### src/rtl/settings_ctrl_pkg.sv
// Shared widths, mode codes and key-FSM encoding for the settings controller.
package settings_ctrl_pkg;

  localparam int VOL_W = 4;
  localparam int LVL_W = 3;
  localparam int CNT_W = 25;

  localparam logic [1:0] STATE_GAME   = 2'd0;
  localparam logic [1:0] STATE_VOLUME = 2'd1;
  localparam logic [1:0] STATE_LEVEL  = 2'd2;

  typedef enum logic [1:0] {
    KEY_IDLE     = 2'd0,
    KEY_HOLD     = 2'd1,
    KEY_REPEAT   = 2'd2,
    KEY_WAIT_REL = 2'd3
  } key_state_t;

endpackage

### src/rtl/settings_ctrl_key_repeat.sv
// Key edge detect plus hold/auto-repeat FSM; emits one-cycle step_up/step_down pulses.
module settings_ctrl_key_repeat
  import settings_ctrl_pkg::*;
#(
  parameter int HOLD_CYC   = 25000000,
  parameter int REPEAT_CYC = 5000000
) (
  input  logic clk,
  input  logic rst,
  input  logic btn_up,
  input  logic btn_down,
  input  logic mode_chg,
  output logic step_up,
  output logic step_down
);

  localparam logic [CNT_W-1:0] HOLD_LAST   = CNT_W'(HOLD_CYC - 1);
  localparam logic [CNT_W-1:0] REPEAT_LAST = CNT_W'(REPEAT_CYC - 1);

  key_state_t       state_r, state_s;
  logic [CNT_W-1:0] cnt_r, cnt_s;
  logic             up_q_r, down_q_r;
  logic             sel_up_r, sel_up_s;
  logic             rise_up_s, rise_down_s, held_s, other_s;
  logic [CNT_W-1:0] last_s;

  // Key copies reset high so a key held through reset never looks like a new press.
  always_ff @(posedge clk or posedge rst) begin
    if (rst) begin
      state_r  <= KEY_IDLE;
      cnt_r    <= {CNT_W{1'b0}};
      up_q_r   <= 1'b1;
      down_q_r <= 1'b1;
      sel_up_r <= 1'b0;
    end else begin
      state_r  <= state_s;
      cnt_r    <= cnt_s;
      up_q_r   <= btn_up;
      down_q_r <= btn_down;
      sel_up_r <= sel_up_s;
    end
  end

  assign rise_up_s   = btn_up & ~up_q_r;
  assign rise_down_s = btn_down & ~down_q_r;
  assign held_s      = sel_up_r ? btn_up : btn_down;
  assign other_s     = sel_up_r ? btn_down : btn_up;
  assign last_s      = (state_r == KEY_HOLD) ? HOLD_LAST : REPEAT_LAST;

  // Next-state, counter and step pulses.
  always_comb begin
    state_s   = state_r;
    cnt_s     = cnt_r;
    sel_up_s  = sel_up_r;
    step_up   = 1'b0;
    step_down = 1'b0;
    case (state_r)
      KEY_IDLE: begin
        cnt_s = {CNT_W{1'b0}};
        if (btn_up && btn_down) begin
          state_s = KEY_WAIT_REL;
        end else if (rise_up_s) begin
          step_up  = 1'b1;
          sel_up_s = 1'b1;
          state_s  = KEY_HOLD;
        end else if (rise_down_s) begin
          step_down = 1'b1;
          sel_up_s  = 1'b0;
          state_s   = KEY_HOLD;
        end else begin
          state_s = KEY_IDLE;
        end
      end
      KEY_HOLD, KEY_REPEAT: begin
        if (mode_chg || other_s) begin
          state_s = KEY_WAIT_REL;
          cnt_s   = {CNT_W{1'b0}};
        end else if (!held_s) begin
          state_s = KEY_IDLE;
          cnt_s   = {CNT_W{1'b0}};
        end else if (cnt_r == last_s) begin
          step_up   = sel_up_r;
          step_down = ~sel_up_r;
          state_s   = KEY_REPEAT;
          cnt_s     = {CNT_W{1'b0}};
        end else begin
          cnt_s = cnt_r + CNT_W'(1);
        end
      end
      KEY_WAIT_REL: begin
        if (!btn_up && !btn_down) begin
          state_s = KEY_IDLE;
        end else begin
          state_s = KEY_WAIT_REL;
        end
      end
      default: begin
        state_s = KEY_IDLE;
        cnt_s   = {CNT_W{1'b0}};
      end
    endcase
  end

endmodule

### src/rtl/settings_ctrl.sv
// Applies key steps to volume or level depending on mode, and drives the req/ack beep.
module settings_ctrl
  import settings_ctrl_pkg::*;
#(
  parameter int VOL_MAX    = 15,
  parameter int VOL_RST    = 8,
  parameter int LVL_MAX    = 4,
  parameter int LVL_RST    = 1,
  parameter int HOLD_CYC   = 25000000,
  parameter int REPEAT_CYC = 5000000
) (
  input  logic             clk,
  input  logic             rst,
  input  logic [1:0]       state,
  input  logic             btn_up,
  input  logic             btn_down,
  input  logic             game_active,
  output logic [VOL_W-1:0] volume,
  output logic [LVL_W-1:0] level,
  output logic             beep_req,
  output logic             beep_tone,
  input  logic             beep_ack
);

  localparam logic [VOL_W-1:0] VOL_TOP  = VOL_W'(VOL_MAX);
  localparam logic [VOL_W-1:0] VOL_INIT = VOL_W'(VOL_RST);
  localparam logic [LVL_W-1:0] LVL_TOP  = LVL_W'(LVL_MAX);
  localparam logic [LVL_W-1:0] LVL_INIT = LVL_W'(LVL_RST);
  localparam logic [LVL_W-1:0] LVL_MIN  = LVL_W'(1);

  logic [1:0]       state_r;
  logic             mode_chg_s, step_up_s, step_down_s, step_s, refused_s;
  logic [VOL_W-1:0] volume_s;
  logic [LVL_W-1:0] level_s;
  logic             beep_req_s, beep_tone_s;

  assign mode_chg_s = (state != state_r);

  settings_ctrl_key_repeat #(
    .HOLD_CYC   (HOLD_CYC),
    .REPEAT_CYC (REPEAT_CYC)
  ) u_key_repeat (
    .clk       (clk),
    .rst       (rst),
    .btn_up    (btn_up),
    .btn_down  (btn_down),
    .mode_chg  (mode_chg_s),
    .step_up   (step_up_s),
    .step_down (step_down_s)
  );

  // Setting update for the current mode; refused steps still count as beep events.
  always_comb begin
    volume_s  = volume;
    level_s   = level;
    step_s    = 1'b0;
    refused_s = 1'b0;
    case (state)
      STATE_VOLUME: begin
        if (step_up_s) begin
          step_s = 1'b1;
          if (volume == VOL_TOP) refused_s = 1'b1;
          else                   volume_s  = volume + VOL_W'(1);
        end else if (step_down_s) begin
          step_s = 1'b1;
          if (volume == {VOL_W{1'b0}}) refused_s = 1'b1;
          else                         volume_s  = volume - VOL_W'(1);
        end else begin
          step_s = 1'b0;
        end
      end
      STATE_LEVEL: begin
        if (step_up_s || step_down_s) begin
          step_s = 1'b1;
          if (game_active)                         refused_s = 1'b1;
          else if (step_up_s && level == LVL_TOP)  refused_s = 1'b1;
          else if (step_up_s)                      level_s   = level + LVL_W'(1);
          else if (level == LVL_MIN)               refused_s = 1'b1;
          else                                     level_s   = level - LVL_W'(1);
        end else begin
          step_s = 1'b0;
        end
      end
      default: begin
        step_s = 1'b0;
      end
    endcase
  end

  // An ack retires the pending beep; a coinciding step starts a fresh one instead.
  always_comb begin
    beep_req_s  = beep_req;
    beep_tone_s = beep_tone;
    if (step_s) begin
      if (!beep_req || beep_ack) begin
        beep_req_s  = 1'b1;
        beep_tone_s = refused_s;
      end else begin
        beep_tone_s = beep_tone | refused_s;
      end
    end else if (beep_ack) begin
      beep_req_s = 1'b0;
    end else begin
      beep_req_s = beep_req;
    end
  end

  // Output and mode-history registers.
  always_ff @(posedge clk or posedge rst) begin
    if (rst) begin
      volume    <= VOL_INIT;
      level     <= LVL_INIT;
      beep_req  <= 1'b0;
      beep_tone <= 1'b0;
      state_r   <= STATE_GAME;
    end else begin
      volume    <= volume_s;
      level     <= level_s;
      beep_req  <= beep_req_s;
      beep_tone <= beep_tone_s;
      state_r   <= state;
    end
  end

endmodule

### config.mk
export PLATFORM = sky130hd
export DESIGN_NAME = settings_ctrl
export DESIGN_NICKNAME = d
export VERILOG_FILES = /design/src/rtl/settings_ctrl_pkg.sv /design/src/rtl/settings_ctrl_key_repeat.sv /design/src/rtl/settings_ctrl.sv
export SDC_FILE = /design/constraint.sdc
export NUM_CORES = 1
export LEC_CHECK = 0
export CAP_MARGIN = 20
export CORE_MARGIN = 4
export CORE_UTILIZATION = 58
export CTS_BUF_LIST = sky130_fd_sc_hd__clkbuf_4 sky130_fd_sc_hd__clkbuf_8 sky130_fd_sc_hd__clkbuf_16
export CTS_CLUSTER_DIAMETER = 100
export DETAILED_ROUTE_END_ITERATION = 8
export PLACE_DENSITY = 0.79
export SLEW_MARGIN = 20
export SYNTH_ARGS = -nofsm -noshare
export SYNTH_HDL_FRONTEND = slang
export SYNTH_SLANG_ARGS = --single-unit
### constraint.sdc
create_clock -name clk -period 3.1 [get_ports clk]
set_input_delay 0.62 -clock clk [delete_from_list [all_inputs] [get_ports clk]]
set_output_delay 0.62 -clock clk [all_outputs]
set_load 0.02 [all_outputs]
## Word-level counts from Yosys, hierarchy flattened

Index checks and enable logic that the tools add are counted.
W data, S select, Z words.

| word-level totals | value |
|---|---|
| output and inout bits | 9 |
| logic and storage cells | 113 |
| register bits after elaboration | 41 |
| bits of input ports | 8 |

| cells by class | value |
|---|---|
| $add $sub $neg | 5 |
| reduce and logical (&&, ||, !) cells | 20 |
| multiplexer cells | 54 |
| equality and inequality tests | 15 |
| bitwise logic cells | 9 |

Operators by type and width:

| cell | number |
|---|---|
| $mux W25 | 4 |
| $pmux W25 S2 | 1 |
| $mux W1 | 32 |
| $add A25 B1 Y25 const B | 1 |
| $eq A25 B25 Y1 | 1 |
| $mux W4 | 4 |
| $mux W2 | 6 |
| $pmux W1 S2 | 4 |
| $reduce_bool A2 Y1 | 4 |
| $eq A2 B2 Y1 const B | 3 |
| $mux W3 | 2 |
| $ne A2 B2 Y1 const B | 3 |
| $not A1 Y1 | 6 |
| $pmux W2 S3 | 1 |
| $reduce_and A5 Y1 | 1 |
| $add A4 B1 Y4 const B | 1 |
| $eq A2 B1 Y1 const B | 2 |
| $eq A4 B4 Y1 const B | 1 |
| $logic_not A4 Y1 | 1 |
| $ne A4 B4 Y1 const B | 1 |
| $reduce_and A4 Y1 | 1 |
| $sub A4 B1 Y4 const B | 1 |
| $add A3 B1 Y3 const B | 1 |
| $eq A3 B1 Y1 const B | 1 |
| other kinds (13) | 20 |

## Longest topological paths before layout

Gate-level depths: netlist of run 1.

| logic depth | value |
|---|---|
| depth in word-level cells | 14 |
| mapped depth | 13 |
| depth with buffers taken out | 13 |

## Modules after synthesis

From an unflattened synthesis of run 1, not the netlist that was laid out.

| unflattened totals | value |
|---|---|
| cell total of the unflattened synthesis | 253 |
| area, all modules | 2459.9 um^2 |

Modules (own cells, without submodules):

| module | cells an instance | instances | area each (um^2) | sequential area each (um^2) |
|---|---|---|---|---|
| settings_ctrl_key_repeat | 180 | 1 | 1722.9 | 753.2 |
| settings_ctrl | 73 | 1 | 737.0 | 277.8 |

## Least setup slack after synthesis of run 1

Ideal clock, no wire load.

| timing path | value |
|---|---|
| path kind | reg2reg |
| start | register u_key_repeat.cnt_r[12] |
| end | register volume[3] |
| clock period less this slack | 2773 ps |
| stages on the path, launching flop included | 12 |
| buffers on the path | 0 |
| path slack | 327 ps |
| arrival time | 2698 ps |
| required time | 3025 ps |
| setup time | 75 ps |
| cells stage by stage | dfrtp_1 -> or4_1 -> nor3_2 -> o2111ai_2 -> o21ai_4 -> inv_1 -> ha_1 -> a21o_1 -> a21oi_1 -> xnor2_1 -> nor3_1 -> xor2_1 |

| between the ends | value |
|---|---|
| cells in the longest elaborated chain, start to end | 7 |
| elaborated cells on any way between the ends | 14 |
| classes of those cells | 3 x eq/ne; 9 x mux; 2 x reduce/logical |

Ends and longest elaborated chain:

| element | line | RTL |
|---|---|---|
| start: declaration | settings_ctrl_key_repeat.sv:21 | `logic [CNT_W-1:0] cnt_r, cnt_s;` |
| start signal: assignment | settings_ctrl_key_repeat.sv:31 | `cnt_r <= {CNT_W{1'b0}};` |
| start signal: assignment | settings_ctrl_key_repeat.sv:37 | `cnt_r <= cnt_s;` |
| $eq A25 B25 Y1 * | settings_ctrl_key_repeat.sv:81 | `end else if (cnt_r == last_s) begin` |
| $mux W1 | settings_ctrl_key_repeat.sv:81 |  |
| $mux W1 | settings_ctrl_key_repeat.sv:78 | `end else if (!held_s) begin` |
| $mux W1 | settings_ctrl_key_repeat.sv:75 | `if (mode_chg \|\| other_s) begin` |
| $pmux W1 S2 | settings_ctrl_key_repeat.sv:57 | `case (state_r)` |
| $ne A2 B2 Y1 (no line) or $reduce_bool A2 Y1 (tied branches) | n/a |  |
| $reduce_and A4 Y1 (no line) | n/a |  |
| end signal: assignment | settings_ctrl.sv:117 | `volume <= volume_s;` |
| end: declaration | settings_ctrl.sv:18 | `output logic [VOL_W-1:0] volume,` |

Mark *: on every way between the ends. The rest lies on a longest branch, timed or not.
A chain may end at the register's enable or synchronous reset.

## Final worst setup path of run 1

Same ends and word-level chain as after synthesis.

==> results of run 1 <==
## placed cells by master (no fill, tap or decap), types with 6 or more instances in the layout
| master | count |
|---|---|
| a21oi_1 | 7 |
| buf_4 | 7 |
| clkbuf_8 | 6 |
| clkdlybuf4s50_1 | 16 |
| dfrtp_1 | 37 |
| ha_1 | 12 |
| inv_1 | 11 |
| mux2i_1 | 6 |
| nand2_1 | 28 |
| nand2b_1 | 9 |
| nand3_1 | 7 |
| nand4_1 | 9 |
| nor2_1 | 29 |
| nor3_1 | 9 |
| o21ai_0 | 14 |
| xnor2_1 | 12 |
| xor2_1 | 13 |
## registers in the layout, summed over array words and instances (netlist names)
register / count
u_key_repeat.cnt_r: 25
volume: 4
level: 3
state_r: 2
u_key_repeat.state_r: 2
beep_req: 1
beep_tone: 1
u_key_repeat.down_q_r: 1
u_key_repeat.sel_up_r: 1
u_key_repeat.up_q_r: 1
## power by group
part           switching [uW]  internal (uW)  leakage [uW]
Clock                     186            262     0.0000574
Combinational             329            281      0.000549
Sequential               68.0            603      0.000542
Total                     583           1150       0.00115
## layout make-up
type                       count  area, um2  share of cell area, %
clock inverter                 2       37.5                   1.37
multi-input combinational    197       1280                   46.6
tap                           48       60.1                   2.19
inverter                      11       41.3                   1.50
clock buffer                   6       82.6                   3.01
sequential                    41       1030                   37.6
timing repair buffer          23        213                   7.75
## cell families after synthesis
family	Yosys count	synth area share, %
AND/OR/NAND/NOR	115	24.0
flip-flops	41	43.4
AO/OA/AOI/OAI	37	10.3
XOR/XNOR	25	9.22
buffers and inverters	17	2.74
adder cells (fa/ha/maj)	13	7.17
multiplexers	7	3.16
## worst paths after layout
kind	end	depth (start not counted)
max	volume[3]	11
min	u_key_repeat.state_r[1]	2
max reg2reg	volume[3]	11
min reg2reg	u_key_repeat.state_r[1]	2
max in group asynchronous	u_key_repeat.down_q_r	3
min in group asynchronous	beep_tone	3
## Yosys cell counts
cell	instances	area share [%]
mux2_4	1	0.63
o32ai_1	1	0.37
o22ai_1	1	0.26
xnor2_1	12	4.4
nor2b_1	4	1.1
ha_1	12	6.3
nor4_1	4	1.1
a21oi_1	7	1.5
inv_1	11	1.7
nand2_1	28	4.4
or2_4	1	0.37
o21ai_0	14	3.0
a21o_1	3	0.95
o21a_1	2	0.63
mux2i_1	6	2.5
or4_1	2	0.63
a21boi_0	1	0.32
o221ai_1	2	0.74
o2111ai_2	1	0.63
o22a_1	1	0.37
nand3_1	7	1.5
clkbuf_1	5	0.79
nor3_2	1	0.42
dfrtp_1	37	39
o21ai_4	1	0.69
fa_1	1	0.84
or3_1	4	1.1
nand4_1	9	2.4
xor2_1	13	4.8
dfstp_2	4	4.4
nor2_1	29	4.6
or2b_1	1	0.32
nand3b_1	2	0.63
nor2_2	1	0.26
nor3_1	9	1.9
o31ai_1	2	0.63
o211ai_1	1	0.32
nand2b_1	9	2.4
or2_2	4	1.1
buf_2	1	0.21
## metal layers
metal,GRT usage [%],wire (um)
met3,5.26,161
met1,23.2,1970
met5,0,0
met4,5.01,55
met2,33.8,2160
## metrics by stage
step	std cells	total power, uW	util [%]	worst slack (ns)
2_1_floorplan	255	1100	-	0.327
3_3_place_gp	320	1280	69.1	0.172
3_5_place_dp	320	1300	69.1	0.0986
4_1_cts	328	1750	72.2	0.244
5_1_grt	328	1870	72.2	0.00978
6_report	328	1730	72.2	0.257
## worst register-to-register path: cells and delay by family, from the launching register on
kind	cells	cell delay [ns]
simple gates	3	0.91
xor+xnor	2	0.25
fa+ha+maj	1	0.27
compound gates	4	0.81
buf+inv	1	0.09
flops	1	0.45
==> results_dict.tcl, run 1 <==
set metrics [dict create \
    status "completed" \
    area_growth_pct 15.5 \
    worst-path-buf-inv 1 \
    cts-hold-fix-buffers 0 \
    synth.distinct_cells 40 \
    tritoncts "done" \
    holdWs_ns 0.524 \
    insertion_delay_ns 0.30 \
    p_leak_uw 0.00115 \
    cts_buffers 5 \
    drv_cap 0 \
    gp_congestion 0.821 \
    via_count 1811 \
    irDropWorstVdd_mv 0.458 \
    r2r_start "u_key_repeat.cnt_r[12]" \
    relSlewSlack_pct 50.8 \
    cp-startpoint "u_key_repeat.cnt_r[12]" \
    wire_per_inst_um 13.3 \
    core_mm2 0.00380 \
    syn_inst 255 \
    grt_max_degree 42 \
    cp_data_arrival_time_ns 3.07 \
    die_w_um 72.0 \
    synth_nets 276 \
    design_area_mm2 0.00274 \
    ys_seq_area_share_pct 43.4 \
    rsz0062_at_grt "false" \
    postCtsSetupRepairBufs 0 \
    grt_pass1_wl_um 7960 \
    die_area_mm2 0.00518 \
    fmaxAchievable_mhz 352 \
    setup_viol 0 \
    grt_use_total_pct 19.2 \
    crit_path_start_kind "flop" \
    antenna_cells 0 \
    cp-end-kind "flop" \
    slowest_delay_ns 0.56 \
    cp_data_required_time_ns 3.33 \
    postSynthAreaPerCell_um2 9.31 \
    initial_core_util_pct 62.5 \
    floorplan.rows 22 \
    wirelength_um 4350 \
    port_buffers 16 \
    ant_nets 0 \
    ys_seq_elements 41 \
    postCtsResizedCells 0 \
    slew_viol_final 0 \
    tightest_slew_ns 0.736 \
    worstPathCellList "or4_1 > nor3_2 > o2111ai_2 > o21ai_4 > inv_1 > ha_1 > a21o_1 > a21oi_1 > xnor2_1 > nor3_1 > xor2_1" \
    holdCritStartpoint "u_key_repeat.state_r[1]" \
    r2r_slack_ns 0.26 \
    die_h_um 72.0 \
    grt_overflow 0 \
    clockBufferDepth 2 \
    drc_errors 0 \
    fillerInstances 289 \
    h-tree-depth 2 \
    power_density_mw_per_mm2 630 \
    crit_fanout 6 \
    hpwl_um 3200 \
    first_pass_iters 4 \
    fin_skew_ns 0.00659 \
    io_pins 17 \
    viasPerCell 5.52 \
    min_period_over_period_pct 91.7 \
    synth_warnings 0 \
    critPathSlowestCell "or4_1" \
    drive_gt1_share_pct 10.4 \
    cts-root-buf "clkbuf_8" \
    drt_iter0_drc 145 \
    critPathKind "reg2reg" \
    tns_ns 0 \
    first_global_vias 1840 \
    crit_family "simple AND/OR/NAND/NOR gates" \
    nets 300 \
    hold_viol 0 \
    place_area_mm2 0.00262 \
    synthesis.area_mm2 0.00237 \
    cts.sinks 41 \
    hp-class "reg2reg" \
    period_needed_ns 2.84 \
    clk_pin_slew_ns 0.08 \
    antenna_found_initial 0 \
]
Power figures use the tool's default switching activity.
==> run 2, diff against run 1 <==
--- a/config.mk
+++ b/config.mk
@@ -11,6 +11,7 @@
 export CTS_BUF_LIST = sky130_fd_sc_hd__clkbuf_4 sky130_fd_sc_hd__clkbuf_8 sky130_fd_sc_hd__clkbuf_16
 export CTS_CLUSTER_DIAMETER = 100
 export DETAILED_ROUTE_END_ITERATION = 8
+export GPL_ROUTABILITY_DRIVEN = 0
 export PLACE_DENSITY = 0.79
 export SLEW_MARGIN = 20
 export SYNTH_ARGS = -nofsm -noshare
==> results of run 2 <==
No change in the layout: final DEF, timing and power equal those of run 1.
